**config.mk**
```make
export PLATFORM = sky130hd
export DESIGN_NAME = seq_cla_adder
export DESIGN_NICKNAME = d
export VERILOG_FILES = /design/src/rtl/calc_pkg.sv /design/src/rtl/cla_chunk.sv /design/src/rtl/seq_cla_adder.sv
export SDC_FILE = /design/constraint.sdc
export NUM_CORES = 1
export LEC_CHECK = 0
export CAP_MARGIN = 25
export CORE_UTILIZATION = 50
export CTS_CLUSTER_SIZE = 10
export DETAILED_ROUTE_END_ITERATION = 6
export PLACE_DENSITY = 0.8
export SLEW_MARGIN = 40
export SYNTH_ARGS = -nofsm -noshare
export SYNTH_HDL_FRONTEND = slang
export SYNTH_SLANG_ARGS = --single-unit
```
**constraint.sdc**
```tcl
create_clock -name clk -period 6.29 [get_ports clk]
set_input_delay 0.9435 -clock clk [delete_from_list [all_inputs] [get_ports clk]]
set_output_delay 0.9435 -clock clk [all_outputs]
set_load 0.05 [all_outputs]
```
**src/rtl/calc_pkg.sv**
```systemverilog
// Shared FSM state encoding and default geometry for the sequential CLA adder.
package calc_pkg;

  typedef enum logic [1:0] {
    ST_IDLE = 2'd0,
    ST_BUSY = 2'd1,
    ST_DONE = 2'd2
  } state_t;

  localparam int DEF_WIDTH = 16;
  localparam int DEF_CHUNK = 4;

endpackage

```
**src/rtl/cla_chunk.sv**
```systemverilog
// One CHUNK-wide carry-lookahead slice; purely combinational, no backpressure.
module cla_chunk #(
  parameter int CHUNK = 4
) (
  input  logic [CHUNK-1:0] a,
  input  logic [CHUNK-1:0] b,
  input  logic             cin,
  output logic [CHUNK-1:0] sum,
  output logic             cout,
  output logic             c_msb
);

  logic [CHUNK-1:0] g;
  logic [CHUNK-1:0] p;
  logic [CHUNK:0]   c;
  logic             term;

  // Every carry is a flat sum-of-products of g/p/cin, never chained through c.
  always_comb begin
    g    = a & b;
    p    = a ^ b;
    c    = '0;
    term = 1'b0;
    for (int i = 0; i <= CHUNK; i++) begin
      term = cin;
      for (int k = 0; k < i; k++) begin
        term = term & p[k];
      end
      c[i] = term;
      for (int j = 0; j < i; j++) begin
        term = g[j];
        for (int k = j + 1; k < i; k++) begin
          term = term & p[k];
        end
        c[i] = c[i] | term;
      end
    end
  end

  assign sum   = p ^ c[CHUNK-1:0];
  assign cout  = c[CHUNK];
  assign c_msb = c[CHUNK-1];

endmodule

```
**src/rtl/seq_cla_adder.sv**
```systemverilog
// Add/sub CHUNK bits per cycle; result valid WIDTH/CHUNK cycles after accept, held until out_ready.
// One op in flight, in_ready only when idle; SEQ_CLA_SAT_EN saturates sum on signed overflow.
module seq_cla_adder
  import calc_pkg::*;
#(
  parameter int WIDTH = DEF_WIDTH,
  parameter int CHUNK = DEF_CHUNK
) (
  input  logic             clk,
  input  logic             rst_n,
  input  logic             in_valid,
  output logic             in_ready,
  input  logic [WIDTH-1:0] a,
  input  logic [WIDTH-1:0] b,
  input  logic             sub,
  output logic             out_valid,
  input  logic             out_ready,
  output logic [WIDTH-1:0] sum,
  output logic             carry_out,
  output logic             overflow,
  output logic             zero
);

  localparam int NCHUNK = (CHUNK < 1) ? 1 : WIDTH / CHUNK;
  localparam int IDX_W  = (NCHUNK > 1) ? $clog2(NCHUNK) : 1;
  localparam logic [IDX_W-1:0] LAST_IDX = IDX_W'(NCHUNK - 1);

  generate
    if (CHUNK < 1) begin : g_bad_chunk
      $error("seq_cla_adder: CHUNK must be at least 1");
    end else if ((WIDTH % CHUNK) != 0 || WIDTH < CHUNK) begin : g_bad_width
      $error("seq_cla_adder: WIDTH must be a non-zero multiple of CHUNK");
    end
  endgenerate

  state_t           state_q, state_d;
  logic [WIDTH-1:0] a_q, a_d;
  logic [WIDTH-1:0] b_q, b_d;
  logic [WIDTH-1:0] sum_q, sum_d;
  logic [IDX_W-1:0] idx_q, idx_d;
  logic             carry_q, carry_d;
  logic             cout_q, cout_d;
  logic             ovf_q, ovf_d;

  logic [CHUNK-1:0] chunk_a;
  logic [CHUNK-1:0] chunk_b;
  logic [CHUNK-1:0] chunk_sum;
  logic             chunk_cout;
  logic             chunk_cmsb;
  logic [WIDTH-1:0] sum_out;

  assign chunk_a = a_q[idx_q*CHUNK +: CHUNK];
  assign chunk_b = b_q[idx_q*CHUNK +: CHUNK];

  cla_chunk #(
    .CHUNK (CHUNK)
  ) u_cla_chunk (
    .a     (chunk_a),
    .b     (chunk_b),
    .cin   (carry_q),
    .sum   (chunk_sum),
    .cout  (chunk_cout),
    .c_msb (chunk_cmsb)
  );

  always_ff @(posedge clk or negedge rst_n) begin
    if (!rst_n) begin
      state_q <= ST_IDLE;
    end else begin
      state_q <= state_d;
    end
  end

  always_comb begin
    state_d = state_q;
    case (state_q)
      ST_IDLE: if (in_valid) state_d = ST_BUSY;
      ST_BUSY: if (idx_q == LAST_IDX) state_d = ST_DONE;
      ST_DONE: if (out_ready) state_d = ST_IDLE;
      default: state_d = ST_IDLE;
    endcase
  end

  // Subtraction is a + ~b + 1: invert b once at accept and seed the carry with 1.
  always_comb begin
    a_d     = a_q;
    b_d     = b_q;
    sum_d   = sum_q;
    idx_d   = idx_q;
    carry_d = carry_q;
    cout_d  = cout_q;
    ovf_d   = ovf_q;
    if (state_q == ST_IDLE && in_valid) begin
      a_d     = a;
      b_d     = sub ? ~b : b;
      carry_d = sub;
      idx_d   = '0;
    end else if (state_q == ST_BUSY) begin
      sum_d[idx_q*CHUNK +: CHUNK] = chunk_sum;
      carry_d = chunk_cout;
      idx_d   = idx_q + 1'b1;
      if (idx_q == LAST_IDX) begin
        idx_d  = '0;
        cout_d = chunk_cout;
        ovf_d  = chunk_cmsb ^ chunk_cout;
      end
    end
  end

  always_ff @(posedge clk or negedge rst_n) begin
    if (!rst_n) begin
      a_q     <= '0;
      b_q     <= '0;
      sum_q   <= '0;
      idx_q   <= '0;
      carry_q <= 1'b0;
      cout_q  <= 1'b0;
      ovf_q   <= 1'b0;
    end else begin
      a_q     <= a_d;
      b_q     <= b_d;
      sum_q   <= sum_d;
      idx_q   <= idx_d;
      carry_q <= carry_d;
      cout_q  <= cout_d;
      ovf_q   <= ovf_d;
    end
  end

  // A wrapped MSB of 1 on overflow means the true result was too positive.
  always_comb begin
`ifdef SEQ_CLA_SAT_EN
    if (ovf_q) begin
      sum_out = sum_q[WIDTH-1] ? {1'b0, {(WIDTH-1){1'b1}}} : {1'b1, {(WIDTH-1){1'b0}}};
    end else begin
      sum_out = sum_q;
    end
`else
    sum_out = sum_q;
`endif
  end

  always_comb begin
    in_ready  = (state_q == ST_IDLE);
    out_valid = (state_q == ST_DONE);
    sum       = sum_out;
    carry_out = cout_q;
    overflow  = ovf_q;
    zero      = (sum_out == '0);
  end

endmodule

```
After elaboration in Yosys (flattened, before gate mapping)
Index checks and enable logic that the tools add are counted.
{ "op_classes": {"n_addsub": 2, "eq_ne": 6, "shifts": 4, "mux": 11, "n_bitwise": 26, "n_reduce_logical": 7} }
{ "op_table": {"columns": ["cell", "n"], "rows": [
  ["negator 4 -> 34 bit", 1],
  ["variable shift 4 x 34 -> 16 bit (first input constant)", 1],
  ["variable part select 4 x 34 -> 16 bit", 1],
  ["variable part select 16 x 5 -> 4 bit", 2],
  ["bitwise mux 16 bit", 1],
  ["logical NOT 16 bit", 1],
  ["two-way mux 16 bit", 1],
  ["NOT 16 bit", 1],
  ["two-way mux 2 bit", 6],
  ["AND 1 bit", 10],
  ["bitwise OR 1 bit", 10],
  ["bitwise XOR 4 bit", 2],
  ["one-hot mux 2 bit (3 select lines)", 1],
  ["AND reduction 3 bit", 2],
  ["AND 4 bit", 1],
  ["== test 2 bit (second input constant)", 2],
  ["inequality test 2 x 1 -> 1 bit (second input constant)", 2],
  ["adder 2 x 1 -> 2 bit (second input constant)", 1],
  ["== test 2 x 1 -> 1 bit (second input constant)", 1],
  ["logical NOT 2 bit", 1],
  ["two-way mux 1 bit", 2],
  ["inequality test 2 bit (second input constant)", 1],
  ["AND reduction 2 bit", 1],
  ["nonzero test 2 bit", 1],
  ["other kinds (3)", 3]
]} }
{ "word_totals": {"reg_bits": 55, "in_bits": 37} }

Depth between registers and ports, before layout
{ "logic_depth": {"depth_word": 12, "depth_mapped": 7, "mapped_depth_nobuf": 6} }

Modules after synthesis
A second synthesis with hierarchy kept.
{ "unflattened": {"hier_cells": 224, "area_unflattened_um2": 2753.9} }
{ "modules_own_cells": {"columns": ["mod", "n_inst", "cells_each", "area_per_inst_um2", "seq_area_each_um2"], "rows": [
  ["seq_cla_adder", 1, 209, 2607.5, 1376.3],
  ["cla_chunk", 1, 15, 146.4, 0.0]
]} }

Least setup slack after synthesis
No wires, ideal clock.
{ "synth_path": {"path_type": "register -> register", "from": "register idx_q[0]", "to": "register sum_q[15], in the netlist sum[15]", "arrival_ns": 2.627, "required_ns": 6.168, "setup_slack_ns": 3.542, "path_stages_with_launch": 8, "n_path_buf": 1, "period_less_slack_ns": 2.748, "cell_sequence": "dfrtp_1 buf_2 mux4_2 ha_1 ha_1 o211a_1 or3_4 a32o_1"} }
{ "synth_via": {"elab_chain_cells": 11, "word_cells_on_any_way": 21, "cone_classes": "add/sub: 1; shift: 4; mux: 1; bitwise: 15"} }
{ "synth_rtl": {"columns": ["element", "line_no", "source"], "rows": [
  ["start: declaration", "seq_cla_adder.sv:40", "logic [IDX_W-1:0] idx_q, idx_d;"],
  ["start signal: assignment", "seq_cla_adder.sv:123", "idx_q <= idx_d;"],
  ["variable part select 16 x 5 -> 4 bit (on tied branches)", "seq_cla_adder.sv:52, seq_cla_adder.sv:53", null],
  ["bitwise XOR 4 bit", "cla_chunk.sv:21", "p = a ^ b;"],
  ["AND 1 bit (3 in a row)", "cla_chunk.sv:27", "term = term & p[k];"],
  ["bitwise OR 1 bit (3 in a row)", "cla_chunk.sv:35", "c[i] = c[i] | term;"],
  ["bitwise XOR 4 bit", "cla_chunk.sv:40", "assign sum = p ^ c[CHUNK-1:0];"],
  ["variable part select 4 x 34 -> 16 bit", "seq_cla_adder.sv:99", "sum_d[idx_q*CHUNK +: CHUNK] = chunk_sum;"],
  ["bitwise mux 16 bit *", "seq_cla_adder.sv:99", null],
  ["end signal: assignment", "seq_cla_adder.sv:122", "sum_q <= sum_d;"],
  ["end: declaration", "seq_cla_adder.sv:39", "logic [WIDTH-1:0] sum_q, sum_d;"]
]} }
Mark *: on every way between the ends. The rest lies on a longest branch, timed or not.
A chain may end at the register's enable or synchronous reset.

Worst setup path after layout
Ends and elaborated chain as after synthesis.

==> impl_summary.txt <==
----------------------------------------------------
[Logic synthesis]
  Synth area leader ... sky130_fd_sc_hd__dfrtp_1
  Post-synthesis instance area ... 0.00278 mm^2
  Synth Area in Compound Gates ... 12.6%
  Fraction of synthesized cell area taken by the top area cell type ... 49.5%
  Mean Syn Cell Area ... 12.5 um^2
  Xor/xnor share of the synthesized area ... 5.36%
  Synthesized netlist net count ... 271
  Multiplexer share of the synthesized area ... 13.0%
  Dominant combinational cell family by area after synthesis ... multiplexers
  Predominant post-synthesis flop cell ... sky130_fd_sc_hd__dfrtp_1
  Seq/Total Area, Yosys ... 49.5%
  YS warnings ... 0
  Share of synthesized cell area in full adder, half adder and majority cells ... 5.68%
  EDFF count, synth ... 0
  Number of register bits inferred by synthesis ... 55
  Biggest area contributors in the synthesized netlist ... sky130_fd_sc_hd__dfrtp_1 50%, sky130_fd_sc_hd__mux2_2 6.5%, sky130_fd_sc_hd__mux4_2 6.5%
  Share of async-settable or async-resettable flops after synthesis ... 100%
  Count of different cell masters after synthesis ... 41
  Mapped Cells ... 222
  Fraction of the mapped netlist area in simple logic gates ... 10.7%

[Worst setup path]
  Startpoint type of the worst setup path ... register
  Most common cell on crit path ... sky130_fd_sc_hd__ha_1
  Maximum fanout encountered on the critical timing path ... 14
  Worst-path cell with the longest stage delay ... sky130_fd_sc_hd__dfrtp_1
  Category of cells accounting for the largest share of critical-path delay ... flip-flops
  Worst setup path category ... register to register
  Capturing element type of the critical path ... register
  Data required time of the worst path ... 6.49 ns
  Worst path max stage delay ... 0.83 ns
  Cells along the critical path ... mux4_2 -> ha_1 -> ha_1 -> o211a_1 -> or3_4 -> a32o_1
  Arrival time reported for the critical path endpoint ... 3.23 ns
  Count of buffering cells on the critical path with inverters included ... 0

[CTS]
  Cell chosen for the clock root ... sky130_fd_sc_hd__clkbuf_8
  Clock-pin transition on the worst setup and hold timing paths ... 0.09 ns
  H-tree lvl count ... 2
  Insertion delay to the later sink of the worst-skew pair ... 0.31 ns
  Num CTS Buffers ... 5
  Sinks on the clock net ... 55
  Buffers inserted by post-CTS timing repair ... 0
  Number of buffers inserted for hold repair after clock tree synthesis ... 0
  Clock buffer depth ... 2
  CTS tree ... done
  Count of cells resized by post-cts repair ... 0

[Layout]
  Count of placed standard cells in the final layout, fillers left out ... 348
  Share of final-layout standard cells stronger than drive strength 1 ... 16.2%
  Post-Route Utilization ... 66.2%
  Fin area ... 0.00347 mm^2
  Antenna fix cells ... 0
  Area growth from synthesis to final layout ... 24.9%
  Nets ... 326

[Min path]
  Class of the worst hold path ... register to register

[Routing]
  Number of iterations in the first detailed-routing pass ... 4
  Vias per cell ... 5.49
  Vias post-DR ... 1,912
  Remaining antenna violation count ... 0
  DRC violation count after routing ... 0
  Overall routed net length ... 5.29 mm
  Number of violations reported at the end of detailed-routing iteration 0 ... 102
  Average routed wire per standard cell ... 15.2 um

[Global routing]
  Global-route congestion overflow total ... 0
  Global-route wire length before repair ... 9.16 mm
  Initial antenna violation count ... 0
  GR Util All Layers ... 20.1%
  Largest net degree at the start of global routing ... 56
  Vias in the first global route ... 1,922

[Die]
  Die outline area ... 0.00586 mm^2
  Y dimension of the die ... 76.5 um
  Effective utilization at floorplan ... 53.0%
  Chip Width ... 76.5 um
  Boundary pin count ... 58
  Core region area ... 0.00524 mm^2
  Core Rows ... 26

[Timing]
  Worst Skew ... 0.00633 ns
  Max-slew violation count ... 0
  Highest Clock Rate ... 0.331 GHz
  Final Hold Fails ... 0
  Relative slew slack ... 51.1%
  Final setup violation count ... 0
  Post-layout minimum cycle time ... 3.02 ns
  Final setup TNS ... 0 ns
  Unrepaired setup endpoints after global routing ... false
  Share of the cycle needed by the critical path after routing ... 48.1%
  Worst-margin pin slew ... 0.733 ns

[Placement]
  Routability-driven placement congestion ratio ... 0.848
  Placed Instance Area ... 0.00337 mm^2
  Post-Place Cells ... 340
  Port Buffers ... 57
  Placed wire-length estimate after detailed placement ... 3.93 mm

[Power]
  Overall power consumption ... 2.06 mW
  Leakage dissipation ... 1.42 nW
  Worst supply voltage drop on vdd ... 0.000354 V
  Power per cell area ... 593 mW/mm^2

[Job]
  Number of max-cap violations ... 0

[Outcome]
  Status ... completed

----------------------------------------------------
## cell families after synthesis
family / Yosys count
simple gates: 48
fa+ha+maj: 12
flops: 55
buf+inv: 15
compound gates: 51
xor+xnor: 17
mux: 24
## cell usage after synthesis, drive strengths merged (2+ instances only)
cell type  instances
a21o               2
o21ai              3
mux4               8
dfrtp             55
a32o               4
buf               10
mux2              16
xnor2             16
ha                11
o22ai              2
nand2              7
a21oi             21
nor2              21
inv                4
o31ai              2
nand3b             2
a22o              12
nor4               8
## stage by stage
step | hold slack [ns] | setup slack (ns)
detailed placement | 0.497 | 3.25
finish | 0.514 | 3.27
global route | 0.524 | 3.07
global placement | 0.487 | 3.30
floorplan | 0.475 | 3.54
CTS | 0.518 | 3.23
## worst paths after layout
kind	startpoint	endpoint	slack [ns]	depth (start not counted)
max	idx_q[0]	sum[15]	3.27	6
min	a_q[1]	a_q[1]	0.51	1
max reg2reg	idx_q[0]	sum[15]	3.27	6
min reg2reg	a_q[1]	a_q[1]	0.51	1
max in group asynchronous	rst_n	a_q[10]	5.08	2
min in group asynchronous	rst_n	a_q[3]	0.74	2
## where the power goes
group          internal, mW  leakage (nW)  switching, mW
clock                 0.101        0.0515          0.111
combinational         0.512         0.697          0.680
sequential            0.510         0.666          0.143
total                  1.12          1.42          0.934
## sequential cells by signal, summed over array words and instances, names as in the netlist
| register | cells |
|---|---|
| a_q | 16 |
| b_q | 16 |
| carry_out | 1 |
| carry_q | 1 |
| idx_q | 2 |
| overflow | 1 |
| state_q | 2 |
| sum | 16 |
## cell usage in the layout (no fill, tap or decap), types with 4 or more instances in the layout
| cell | Yosys | layout |
|---|---|---|
| sky130_fd_sc_hd__dfrtp_1 | 55 | 55 |
| sky130_fd_sc_hd__clkdlybuf4s50_1 | 0 | 55 |
| sky130_fd_sc_hd__nor2_1 | 21 | 21 |
| sky130_fd_sc_hd__a21oi_1 | 21 | 21 |
| sky130_fd_sc_hd__xnor2_1 | 16 | 16 |
| sky130_fd_sc_hd__mux2_2 | 16 | 16 |
| sky130_fd_sc_hd__a22o_1 | 12 | 12 |
| sky130_fd_sc_hd__ha_1 | 11 | 11 |
| sky130_fd_sc_hd__mux4_2 | 8 | 8 |
| sky130_fd_sc_hd__nand2_1 | 7 | 7 |
| sky130_fd_sc_hd__clkbuf_8 | 0 | 7 |
| sky130_fd_sc_hd__inv_1 | 4 | 4 |
| sky130_fd_sc_hd__nor4_1 | 4 | 4 |
| sky130_fd_sc_hd__nor4_2 | 4 | 4 |
| sky130_fd_sc_hd__a32o_1 | 4 | 4 |
## metal layers
metal	up-vias	part of all wire (%)	GRT usage [%]
met5	-	0	0
met4	0	0.96	6.54
li1	920	-	-
met3	7	3.3	3.59
met2	55	51	35.5
met1	930	45	24.8
## worst register-to-register path: cells and delay by family (launching register included)
kind            cells  cell delay, ns
simple gates        1            0.40
compound gates      2            0.54
flops               1            0.83
fa+ha+maj           2            0.52
mux                 1            0.63
## cell type report
cell class | count | area (um^2)
Inverter | 4 | 15.0
Tap cell | 70 | 87.6
Timing Repair Buffer | 59 | 576
Sequential cell | 55 | 1380
Fill cell | 391 | 1770
Multi-Input combinational cell | 152 | 1320
Clock buffer | 8 | 100
No activity file was read; power rests on OpenSTA's default activity.
